File: src/rtl/clock_time_ctrl_pkg.sv
// rtl/clock_time_ctrl_pkg.sv - shared states, field limits and blink-mask helper for the clock controller
package clock_time_ctrl_pkg;

    typedef enum logic [1:0] {
        S_RUN   = 2'd0,
        S_SET_H = 2'd1,
        S_SET_M = 2'd2,
        S_SET_S = 2'd3
    } set_state_e;

    localparam logic [5:0] HOUR_MAX = 6'd23;
    localparam logic [5:0] MIN_MAX  = 6'd59;
    localparam logic [5:0] SEC_MAX  = 6'd59;

    // Bit order matches field_blank: [2] hour, [1] minute, [0] second.
    function automatic logic [2:0] field_onehot(input set_state_e s);
        case (s)
            S_SET_H: field_onehot = 3'b100;
            S_SET_M: field_onehot = 3'b010;
            S_SET_S: field_onehot = 3'b001;
            default: field_onehot = 3'b000;
        endcase
    endfunction

endpackage

File: src/rtl/clock_time_ctrl_mod_counter.sv
// rtl/clock_time_ctrl_mod_counter.sv - modulo-(MAX+1) field counter with inc/dec and cascade carry
module mod_counter
    import clock_time_ctrl_pkg::*;
#(
    parameter logic [5:0] MAX = SEC_MAX
) (
    input  logic       clk,
    input  logic       rst,
    input  logic       inc,
    input  logic       dec,
    input  logic       carry_in,
    output logic [5:0] value,
    output logic       carry_out
);

    logic [5:0] value_q;
    logic [5:0] value_d;
    logic       up;

    always_comb begin
        up      = inc | carry_in;
        value_d = value_q;
        if (up && !dec) begin
            value_d = (value_q == MAX) ? 6'd0 : value_q + 6'd1;
        end else if (dec && !up) begin
            value_d = (value_q == 6'd0) ? MAX : value_q - 6'd1;
        end
    end

    // Carry only follows the cascade input, so edits never ripple into the next field.
    assign carry_out = carry_in && (value_q == MAX);
    assign value     = value_q;

    always_ff @(posedge clk or posedge rst) begin
        if (rst) begin
            value_q <= 6'd0;
        end else begin
            value_q <= value_d;
        end
    end

endmodule

File: src/rtl/clock_time_ctrl.sv
// rtl/clock_time_ctrl.sv - hh:mm:ss timekeeping with key-driven setting FSM and field blink mask
module clock_time_ctrl
    import clock_time_ctrl_pkg::*;
#(
    parameter logic [25:0] CNT_1S_MAX = 26'd49_999_999,
    parameter logic [23:0] BLINK_MAX  = 24'd12_499_999
) (
    input  logic       clk,
    input  logic       rst,
    input  logic       key_mode,
    input  logic       key_inc,
    input  logic       key_dec,
    output logic [5:0] hour,
    output logic [5:0] minute,
    output logic [5:0] second,
    output logic [1:0] set_state,
    output logic [2:0] field_blank,
    output logic       sec_tick
);

    set_state_e  state_q, state_d;
    logic [25:0] cnt_1s_q, cnt_1s_d;
    logic [23:0] blink_cnt_q, blink_cnt_d;
    logic        blink_phase_q, blink_phase_d;
    logic [2:0]  field_blank_q, field_blank_d;
    logic        sec_tick_q, sec_tick_d;

    logic        tick;
    logic        edit, edit_inc, edit_dec;
    logic        sec_carry, min_carry, day_wrap_unused;

    always_comb begin
        state_d = state_q;
        if (key_mode) begin
            case (state_q)
                S_RUN:   state_d = S_SET_H;
                S_SET_H: state_d = S_SET_M;
                S_SET_M: state_d = S_SET_S;
                default: state_d = S_RUN;
            endcase
        end

        tick     = (state_q == S_RUN) && (cnt_1s_q == CNT_1S_MAX);
        edit     = (state_q != S_RUN) && !key_mode && (key_inc ^ key_dec);
        edit_inc = edit && key_inc;
        edit_dec = edit && key_dec;

        // Held at zero through setting and on the exit edge, so RUN restarts a full period.
        if ((state_q != S_RUN) || (state_d != S_RUN) || tick) begin
            cnt_1s_d = 26'd0;
        end else begin
            cnt_1s_d = cnt_1s_q + 26'd1;
        end

        if ((state_d == S_RUN) || (state_d != state_q) || edit) begin
            blink_cnt_d   = 24'd0;
            blink_phase_d = 1'b1;
        end else if (blink_cnt_q == BLINK_MAX) begin
            blink_cnt_d   = 24'd0;
            blink_phase_d = ~blink_phase_q;
        end else begin
            blink_cnt_d   = blink_cnt_q + 24'd1;
            blink_phase_d = blink_phase_q;
        end

        field_blank_d = field_onehot(state_q) & {3{~blink_phase_q}};
        sec_tick_d    = tick;
    end

    always_ff @(posedge clk or posedge rst) begin
        if (rst) begin
            state_q       <= S_RUN;
            cnt_1s_q      <= 26'd0;
            blink_cnt_q   <= 24'd0;
            blink_phase_q <= 1'b1;
            field_blank_q <= 3'b000;
            sec_tick_q    <= 1'b0;
        end else begin
            state_q       <= state_d;
            cnt_1s_q      <= cnt_1s_d;
            blink_cnt_q   <= blink_cnt_d;
            blink_phase_q <= blink_phase_d;
            field_blank_q <= field_blank_d;
            sec_tick_q    <= sec_tick_d;
        end
    end

    mod_counter #(.MAX(SEC_MAX)) u_sec (
        .clk       (clk),
        .rst       (rst),
        .inc       (edit_inc && (state_q == S_SET_S)),
        .dec       (edit_dec && (state_q == S_SET_S)),
        .carry_in  (tick),
        .value     (second),
        .carry_out (sec_carry)
    );

    mod_counter #(.MAX(MIN_MAX)) u_min (
        .clk       (clk),
        .rst       (rst),
        .inc       (edit_inc && (state_q == S_SET_M)),
        .dec       (edit_dec && (state_q == S_SET_M)),
        .carry_in  (sec_carry),
        .value     (minute),
        .carry_out (min_carry)
    );

    mod_counter #(.MAX(HOUR_MAX)) u_hour (
        .clk       (clk),
        .rst       (rst),
        .inc       (edit_inc && (state_q == S_SET_H)),
        .dec       (edit_dec && (state_q == S_SET_H)),
        .carry_in  (min_carry),
        .value     (hour),
        .carry_out (day_wrap_unused)
    );

    assign set_state   = state_q;
    assign field_blank = field_blank_q;
    assign sec_tick    = sec_tick_q;

endmodule

File: config.mk
export PLATFORM = sky130hd
export DESIGN_NAME = clock_time_ctrl
export DESIGN_NICKNAME = d
export VERILOG_FILES = /design/src/rtl/clock_time_ctrl_pkg.sv /design/src/rtl/clock_time_ctrl_mod_counter.sv /design/src/rtl/clock_time_ctrl.sv
export SDC_FILE = /design/constraint.sdc
export NUM_CORES = 1
export LEC_CHECK = 0
export CORE_MARGIN = 3
export CORE_UTILIZATION = 64
export CTS_CLUSTER_DIAMETER = 100
export CTS_CLUSTER_SIZE = 10
export DETAILED_ROUTE_END_ITERATION = 8
export GPL_TIMING_DRIVEN = 0
export PLACE_DENSITY = 0.85
export SYNTH_ARGS = -nofsm -noshare
export SYNTH_HDL_FRONTEND = slang
export SYNTH_SLANG_ARGS = --single-unit
export TNS_END_PERCENT = 50
File: constraint.sdc
create_clock -name clk -period 5.7 [get_ports clk]
set_input_delay 1.14 -clock clk [delete_from_list [all_inputs] [get_ports clk]]
set_output_delay 1.14 -clock clk [all_outputs]
set_load 0.02 [all_outputs]
== After elaboration in Yosys (flattened, before gate mapping) ==
Cells that the tools add are included.
Word-level totals
  register bits after elaboration: 75
  bits in latches: 0
  RAM bits: 0
  memory bits (read-only): 0
  input bits: 5
  logic and storage cells: 93
  memories: 0
Cells by class
  add/sub/neg operators: 8
  multiply operators: 0
  div/mod/pow operators: 0
  order comparisons: 0
  equality and inequality tests: 9
  shifts and indexed selects: 0
  mux-type cells: 20
  bitwise gates (word level): 6
  reduce and logical (&&, ||, !) cells: 41
Operators with widths (count)
  6-bit two-way mux: 12
  24-bit two-way mux: 2
  26-bit by 1-bit adder with 26-bit output, second input constant: 1
  26-bit == test, second input constant: 1
  26-bit two-way mux: 1
  24-bit by 1-bit adder with 24-bit output, second input constant: 1
  24-bit == test, second input constant: 1
  1-bit logical AND: 19
  6-bit by 1-bit adder with 6-bit output, second input constant: 3
  6-bit zero test: 3
  6-bit by 1-bit subtractor with 6-bit output, second input constant: 3
  6-bit == test, second input constant: 2
  2-bit nonzero test: 6
  3-bit case mux with 3 select lines: 1
  1-bit zero test: 7
  6-bit by 5-bit == test with 1-bit output, second input constant: 1
  2-bit case mux with 3 select lines: 1
  2-bit == test, second input constant: 2
  2-bit zero test: 2
  1-bit logical OR: 4
  3-bit bitwise AND: 1
  1-bit bitwise OR: 3
  2-bit by 1-bit == test with 1-bit output, second input constant: 1
  1-bit two-way mux: 2
  4 further kinds: 4

== Depth between registers and ports, before layout ==
Gate-level depths: netlist of run 1.
  depth in word-level cells: 10
  gate-level depth with buffers: 14
  mapped depth without buffers: 13

== Cells and area by module ==
Synthesis of run 1 repeated with hierarchy kept, for this count alone.
Unflattened totals
  cell total of the unflattened synthesis: 526
  area, all modules: 4792.1 µm²
By module, submodules not included
  clock_time_ctrl: instances 1, cells each 317, area each 3099.2 µm², seq. area each 1427.6 µm²
  mod_counter (u_min ...): instances 2, cells each 70, area each 560.5 µm², seq. area each 150.1 µm²
  mod_counter (u_hour): instances 1, cells each 69, area each 571.8 µm², seq. area each 150.1 µm²

== Worst setup path after synthesis of run 1 ==
OpenSTA, ideal clock, no wires.
  path type: input to register
  start: in key_mode
  end: reg u_hour.value_q[3] (netlist: u_hour.value[3])
  library setup time: 124 ps
  arrival time: 2746 ps
  data required time: 5576 ps
  path slack: 2830 ps
  stages on the path: 11
  path through: clkbuf_8 nor4b_1 nand2_1 nand2_1 ha_1 buf_1 nand4_1 o31ai_1 nand2_1 mux2i_1 nor2_1
Between the ends
  cells in the longest elaborated chain, start to end: 9
  elaborated cells between the ends (all ways): 14
RTL lines
  start: declaration: RTL line clock_time_ctrl.sv:10  | input logic key_mode,
  1-bit zero test *: RTL line clock_time_ctrl.sv:44  | edit = (state_q != S_RUN) && !key_mode && (key_inc ^ key_dec);
  1-bit logical AND * (2 in a row): RTL line clock_time_ctrl.sv:44
  1-bit logical AND: RTL line clock_time_ctrl.sv:45  | edit_inc = edit && key_inc;
  1-bit logical AND: RTL line clock_time_ctrl.sv:111  | .inc (edit_inc && (state_q == S_SET_H)),
  1-bit bitwise OR: RTL line clock_time_ctrl_mod_counter.sv:21  | up = inc | carry_in;
  1-bit zero test: RTL line clock_time_ctrl_mod_counter.sv:25  | end else if (dec && !up) begin
  1-bit logical AND: RTL line clock_time_ctrl_mod_counter.sv:25
  2-bit nonzero test (no source line)
  end signal: assignment: RTL line clock_time_ctrl_mod_counter.sv:38  | value_q <= value_d;
  end: declaration: RTL line clock_time_ctrl_mod_counter.sv:16  | logic [5:0] value_q;
Every way passes the cells marked *; elsewhere a longest branch is shown, timed or not.
A chain may end at the register's enable or synchronous reset.

== Worst setup path after layout of run 1 ==
Same ends and word-level chain as after synthesis.

==> results of run 1 <==
## worst max-delay path, stage by stage
cell	delay, ns
clkdlybuf4s50_1	0.43
clkbuf_8	0.17
nor4b_1	0.48
nand2_1	0.11
nand2_1	0.09
ha_1	0.22
buf_1	0.39
nand4_1	0.18
o31ai_1	0.10
nand2_1	0.07
mux2i_1	0.14
nor2_1	0.05
## layer usage
metal  vias up  routed length (um)  global-route usage [%]
met4         0                  96                    6.50
met3        10                 416                    5.44
met5         -                   0                       0
met1      1744                4370                    36.2
met2        99                4250                    37.5
li1       1804                   -                       -
## cells by family (layout without fill, tap and decap cells)
| group | count (synthesis) | in the layout |
|---|---|---|
| simple gates | 232 | 232 |
| flops | 75 | 75 |
| compound gates | 70 | 70 |
| xor+xnor | 52 | 52 |
| buf+inv | 39 | 84 |
| fa+ha+maj | 20 | 20 |
| mux | 2 | 2 |
## cells in the mapped netlist, drive strengths merged (3+ instances only)
| master | number |
|---|---|
| nor2 | 75 |
| dfrtp | 74 |
| nand2 | 39 |
| xor2 | 31 |
| nand3 | 27 |
| xnor2 | 21 |
| a21oi | 20 |
| ha | 20 |
| nand4 | 19 |
| inv | 18 |
| o21ai | 15 |
| clkbuf | 13 |
| and4 | 12 |
| nor4 | 12 |
| buf | 8 |
| o31ai | 8 |
| nor2b | 7 |
| nor3 | 7 |
| and2 | 6 |
| or2 | 6 |
| and3 | 5 |
| a211o | 3 |
| a31oi | 3 |
| nand3b | 3 |
| nand4b | 3 |
| nor4b | 3 |
| or3 | 3 |
## placed cells by master, fill, tap and decap left out, drive strengths merged, types with 5 or more instances in the layout
cell type      instances
dfrtp                 74
and3                   5
and2                   6
nor2b                  7
nand4                 19
and4                  12
nor3                   7
a21oi                 20
inv                   18
nand2                 39
or2                    6
o21ai                 15
nor4                  12
ha                    20
nor2                  75
clkdlybuf4s50         28
buf                    9
xnor2                 21
nand3                 27
xor2                  31
clkbuf                23
o31ai                  8
## through the flow
| step | utilization, % | hold slack [ns] | total power, mW |
|---|---|---|---|
| CTS | 77.5 | 0.491 | 1.85 |
| floorplan | - | 0.443 | 1.20 |
| global route | 77.5 | 0.525 | 1.98 |
| global placement | 74.1 | 0.461 | 1.42 |
| finish | 77.5 | 0.484 | 1.84 |
| detailed placement | 74.5 | 0.479 | 1.44 |
## cell type report
class                      instances  area (sq um)  area share (%)
tap                               93           116            2.29
timing repair buffer              29           308            6.05
multi-input combinational        376          2400            47.1
clock inverter                     6          66.3            1.30
sequential                        75          1880            36.9
buffer                            21           125            2.46
inverter                          18          70.1            1.38
clock buffer                      10           128            2.51
## where the power goes
group | total (mW) | leakage, nW | switching, mW | internal [mW]
sequential | 0.700 | 1.01 | 0.104 | 0.596
clock | 0.400 | 0.0885 | 0.198 | 0.202
combinational | 0.741 | 0.988 | 0.430 | 0.311
## worst max-delay path by stage
stage,from,endpoint,slack (ns),cells after the start
after floorplan,rst,blink_cnt_q[0],2.65,1
after detailed placement,key_mode,u_hour.value[3],2.00,12
after global placement,rst,u_sec.value[0],1.49,2
after global routing,set_state[0],u_hour.value[3],2.15,14
after CTS,key_mode,u_hour.value[3],2.36,12
final,key_mode,u_hour.value[3],2.35,12
## registers in the layout, summed over array words and instances, names as in the netlist
name and cells:
sec_tick 1, u_hour.value 6, u_sec.value 6, field_blank 3, set_state 2, cnt_1s_q 26, blink_cnt_q 24, blink_phase_q 1
u_min.value 6
==> flow_summary.yaml, run 1 <==
sta:
  relSlewSlack_pct: 50.0
  final_hold_viol_count: 0
  period_minus_slack_ns: 3.35
  worst_pin_slew_ns: 0.740
  setup_viol: 0
  fin_crit_sh_pct: 58.8
  drv_slew: 0
  skew_ns: 0.00944
  rsz0062_at_grt: "no"
  fmax_ghz: 0.298
  setup_tns_ns: 0
  finalWorstSetupSlack_ns: 2.35
synthesis:
  ys_seq_area_share_pct: 42.0
  synth_xor_xnor_area_share_pct: 10.2
  yosys.area.top_type: "dfrtp_1"
  yosysUniqueCellTypes: 60
  synth_top_area_share_pct: 41.5
  yosys-mux-area-fraction_pct: 0.448
  synthSimpleGateAreaFrac_pct: 27.2
  synthAdderAreaFrac_pct: 5.60
  synth_edf_count: 0
  synth_compound_area_share_pct: 10.2
  synth-main-ff-cell: "dfrtp_1"
  yosys_warnings: 0
  synth_top_family_by_area: "simple AND/OR/NAND/NOR gates"
  syn_area_sq_mm: 0.00447
  syn-num-nets: 515
  synthCells: 490
  synthTopCellsByArea: "dfrtp_1 41%, nor2_1 6.3%, xor2_1 6.1%"
  async_reset_ff_share_pct: 100
  avgSynthCellArea_sq_um: 9.12
  ys_ff_latch: 75
power:
  powerDensity_mw_per_mm2: 362
  p_leak_nw: 2.09
  ir_drop_mv: 0.286
place:
  place_inst: 612
  pre_cts_slack_ns: 2.00
  io_buffers: 28
  gp_congestion: 0.892
  dp_hpwl_mm: 6.40
  place_area_sq_mm: 0.00489
clocking:
  numCtsBuffers: 9
  htreeDepth: 3
  cts.clk_slew.worst_paths_ns: 0.08
  cts_root_buf: "clkbuf_8"
  ctsResizeCount: 0
  cts_tree: "built"
  clk_path_buf_depth: 2
  cts.sinks: 75
  holdBufCountCts: 0
  clk_latency_ns: 0.35
  postCtsSetupBuffers: 0
grt:
  grt_first_pass_wirelength_mm: 15.7
  overflow: 0
  grtUsageTotal_pct: 24.8
  grt_start_max_net_pins: 73
  antenna_found_initial: 0
  grt_pass1_vias: 3340
cells_and_area:
  fill_cells: 463
  drive_gt1_share_pct: 7.66
  finalNetCount: 555
  n_antenna_cell: 0
  fin_area_sq_mm: 0.00509
  area.growth.synth_to_final_pct: 13.9
  final_cells: 628
outcome:
  status: "completed"
worst_setup_path:
  timing.critical_path.arrival_ns: 3.58
  cp.required_ns: 5.93
  reg2reg_from: "set_state[0]"
  worstSetupEndpointType: "register"
  critPathKind: "primary input to register"
  path_max_fanout: 10
  r2r_cells: 14
  r2r_end: "u_hour.value[3]"
  cp-start-kind: "primary input"
  rrSetupSlack_ns: 2.42
route:
  wirelength_mm: 9.13
  drt_iter0_drc: 251
  dr_total_vias: 3657
  final_antenna_net_count: 0
  wire_per_inst_um: 14.5
  via_per_inst: 5.82
  drt-pass1-iter-count: 5
  drc: 0
min_path:
  min_to: "blink_cnt_q[0]"
  min_path_cells: 1
  hp-class: "register to register"
  min_from: "blink_cnt_q[0]"
floorplan:
  die_h_um: 89.5
  top_level_ports: 29
  die_w_um: 89.5
  start_util_pct: 68.0
  core_area_sq_mm: 0.00657
  dieArea_sq_mm: 0.00802
  rows: 29
run:
  cap_violations: 0
Power figures use the tool's default switching activity.
==> run 2, diff against run 1 <==
--- a/config.mk
+++ b/config.mk
@@ -6,12 +6,12 @@
 export NUM_CORES = 1
 export LEC_CHECK = 0
 export CORE_MARGIN = 3
-export CORE_UTILIZATION = 64
+export CORE_UTILIZATION = 60
 export CTS_CLUSTER_DIAMETER = 100
 export CTS_CLUSTER_SIZE = 10
 export DETAILED_ROUTE_END_ITERATION = 8
 export GPL_TIMING_DRIVEN = 0
-export PLACE_DENSITY = 0.85
+export PLACE_DENSITY = 0.81
 export SYNTH_ARGS = -nofsm -noshare
 export SYNTH_HDL_FRONTEND = slang
 export SYNTH_SLANG_ARGS = --single-unit
==> constraint.sdc (replaced) <==
create_clock -name clk -period 3.5 [get_ports clk]
set_input_delay 0.7 -clock clk [delete_from_list [all_inputs] [get_ports clk]]
set_output_delay 0.7 -clock clk [all_outputs]
set_load 0.02 [all_outputs]
==> run 2 against run 1 <==
  * Flip-flop and latch count unchanged
  * Sequential share of layout area is 0.19 points lower
  * Final area grew 0.52%
  * Hold slack better by 0.014 ns
  * Total power grew 68%
  * Die area up 6.2%
  * Register-to-register slack lost 2.1 ns
  * Wire length up 4.6%
  * Combinational power rose by 65%
  * Core utilization down 4.6 points
  * Clock-buffer cell count unchanged
  * Largest power group unchanged
  * Critical path depth grew 2
==> flow_summary.yaml, run 2 (same netlist as run 1, synthesis figures left out) <==
cells_and_area:
  area.growth.synth_to_final_pct: 14.5
  regArea_sq_mm: 0.00188
  multiInputGateArea_sq_mm: 0.00240
  fill_cells: 552
  final_core_util_pct: 72.9
  n_antenna_cell: 0
  top_regs: "cnt_1s_q (26), blink_cnt_q (24)"
  mostFrequentLayoutCells: "75 x nor2_1, 74 x dfrtp_1, 39 x nand2_1, 31 x xor2_1, 28 x clkdlybuf4s50_1"
  fin_area_sq_mm: 0.00511
  regMostFlops: "cnt_1s_q"
  finalNetCount: 555
  drive_gt1_share_pct: 7.87
  largest_reg_flops: 26
  final_common_cell: "nor2_1"
clocking:
  postCtsSetupBuffers: 0
  cts_tree: "built"
  cts.clk_slew.worst_paths_ns: 0.08
  cts.sinks: 75
  htreeDepth: 3
  clk_path_buf_depth: 2
  numCtsBuffers: 9
  clk_latency_ns: 0.35
  cts_root_buf: "clkbuf_8"
floorplan:
  rows: 30
  die_w_um: 92.3
  dieArea_sq_mm: 0.00852
  start_util_pct: 63.6
  die_h_um: 92.3
  core_area_sq_mm: 0.00702
  top_level_ports: 29
sta:
  worst_pin_slew_ns: 0.643
  final_hold_viol_count: 0
  fmax_ghz: 0.318
  relSlewSlack_pct: 56.5
  finalWorstSetupSlack_ns: 0.358
  drv_slew: 0
  period_minus_slack_ns: 3.14
  fin_crit_sh_pct: 89.8
  setup_viol: 0
  skew_ns: 0.0115
  setup_tns_ns: 0
  rsz0062_at_grt: "no"
worst_setup_path:
  slowest_delay_ns: 0.48
  cp.required_ns: 3.74
  cp_cell_sequence: "inv_1, ha_1, and4bb_2, nand3_1, nor4_4, nand3b_1, nand2_1, ha_1, clkbuf_2, nand4_1, o31ai_1, nand2_1, mux2i_1, nor2_1"
  timing.critical_path.arrival_ns: 3.38
  critPathTopFamily: "simple AND/OR/NAND/NOR gates"
  cp-start-kind: "register"
  worst_path_max_delay_cell: "dfrtp_1"
  worstSetupEndpointType: "register"
  critPathKind: "register to register"
  cp_num_buf_inv: 2
  path_max_fanout: 10
power:
  powerDensity_mw_per_mm2: 606
  intPower_mw: 1.89
  comb_power_share_pct: 39.4
  clock_power_share_pct: 23.7
  p_seq_share_pct: 36.9
  ir_drop_mv: 0.395
  p_sw_share_pct: 38.8
  p_switching_mw: 1.20
  p_leak_nw: 2.11
place:
  place_area_sq_mm: 0.00490
  dp_hpwl_mm: 6.72
  gp_congestion: 0.926
  io_buffers: 28
  pre_cts_slack_ns: 0.212
route:
  drt_iter0_drc: 199
  dr_total_vias: 3737
  drc: 0
  wirelength_mm: 9.55
  via_per_inst: 5.93
  wire_per_inst_um: 15.2
  drt-pass1-iter-count: 6
  final_antenna_net_count: 0
run:
  cap_violations: 0
grt:
  antenna_found_initial: 0
  grtUsageTotal_pct: 23.9
  overflow: 0
  grt_start_max_net_pins: 60
  grt_pass1_vias: 3577
  grt_first_pass_wirelength_mm: 16.4
min_path:
  hp-class: "register to register"
outcome:
  status: "completed"
-- run 2: cell count changes in the layout (fill, tap and decap cells not counted) --
cell	change
clkbuf_8	+1
clkbuf_1	-1
clkinvlp_4	-2
clkinv_2	+1
clkinv_4	-1
bufinv_16	+1
clkbuf_2	+1
buf_1	-1
-- run 2: final cells by class --
cell class	count	area share, %
plain buffers	21	2.47
clock buffers	10	2.69
clock inverters	5	1.52
inverters	18	1.37
multi-input cells	376	46.9
flip-flops and latches	75	36.7
well taps	96	2.35
repair buffers	29	6.02
-- run 2: worst register-to-register path, delay by kind of cell (launching register included) --
kind,cells,cell delay [ns]
and+or+nand+nor,8,1.37
adders and majority gates,2,0.52
DFF,1,0.48
buffers and inverters,2,0.44
muxes,1,0.16
AOI/OAI and AO/OA,1,0.10
-- run 2: worst paths after layout --
path                                 from              end  slack [ns]  depth (start not counted)
setup reg to reg             set_state[0]  u_hour.value[3]        0.36                         14
setup / recovery             set_state[0]  u_hour.value[3]        0.36                         14
max in group asynchronous             rst    blink_phase_q        2.30                          3
hold / removal             blink_cnt_q[0]   blink_cnt_q[0]        0.50                          1
min in group asynchronous             rst  u_hour.value[3]        0.63                          2
hold reg to reg            blink_cnt_q[0]   blink_cnt_q[0]        0.50                          1
-- run 2: metrics by stage --
step                hold WS, ns  power (mW)  cells
floorplan                 0.443        1.95    490
global placement          0.461        2.30    614
detailed placement        0.490        2.37    615
CTS                       0.500        3.11    630
global route              0.518        3.30    630
finish                    0.499        3.10    630
-- run 2: what timing repair did --
action                                  4_1_cts  5_1_grt
hold buffers                                  0        0
endpoints found under the setup margin        0        1
resized for setup                             0        1
endpoints found under the hold margin         0        0
-- run 2: power by group through the flow --
stage	logic (mW)	registers, mW	clock network (mW)
after detailed placement	1.22	1.15	0
after CTS	1.22	1.14	0.752
final	1.22	1.14	0.734
after global routing	1.34	1.16	0.792
after floorplan	0.732	1.22	0
after global placement	1.16	1.14	0
-- run 2: routing by layer --
metal  up-vias  track usage (%)  part of all wire [%]
met5         -                0                     0
met1      1794             32.3                    46
li1       1816                -                     -
met4         0             7.30                   1.0
met3        11             5.99                   5.0
met2       116             37.8                    48
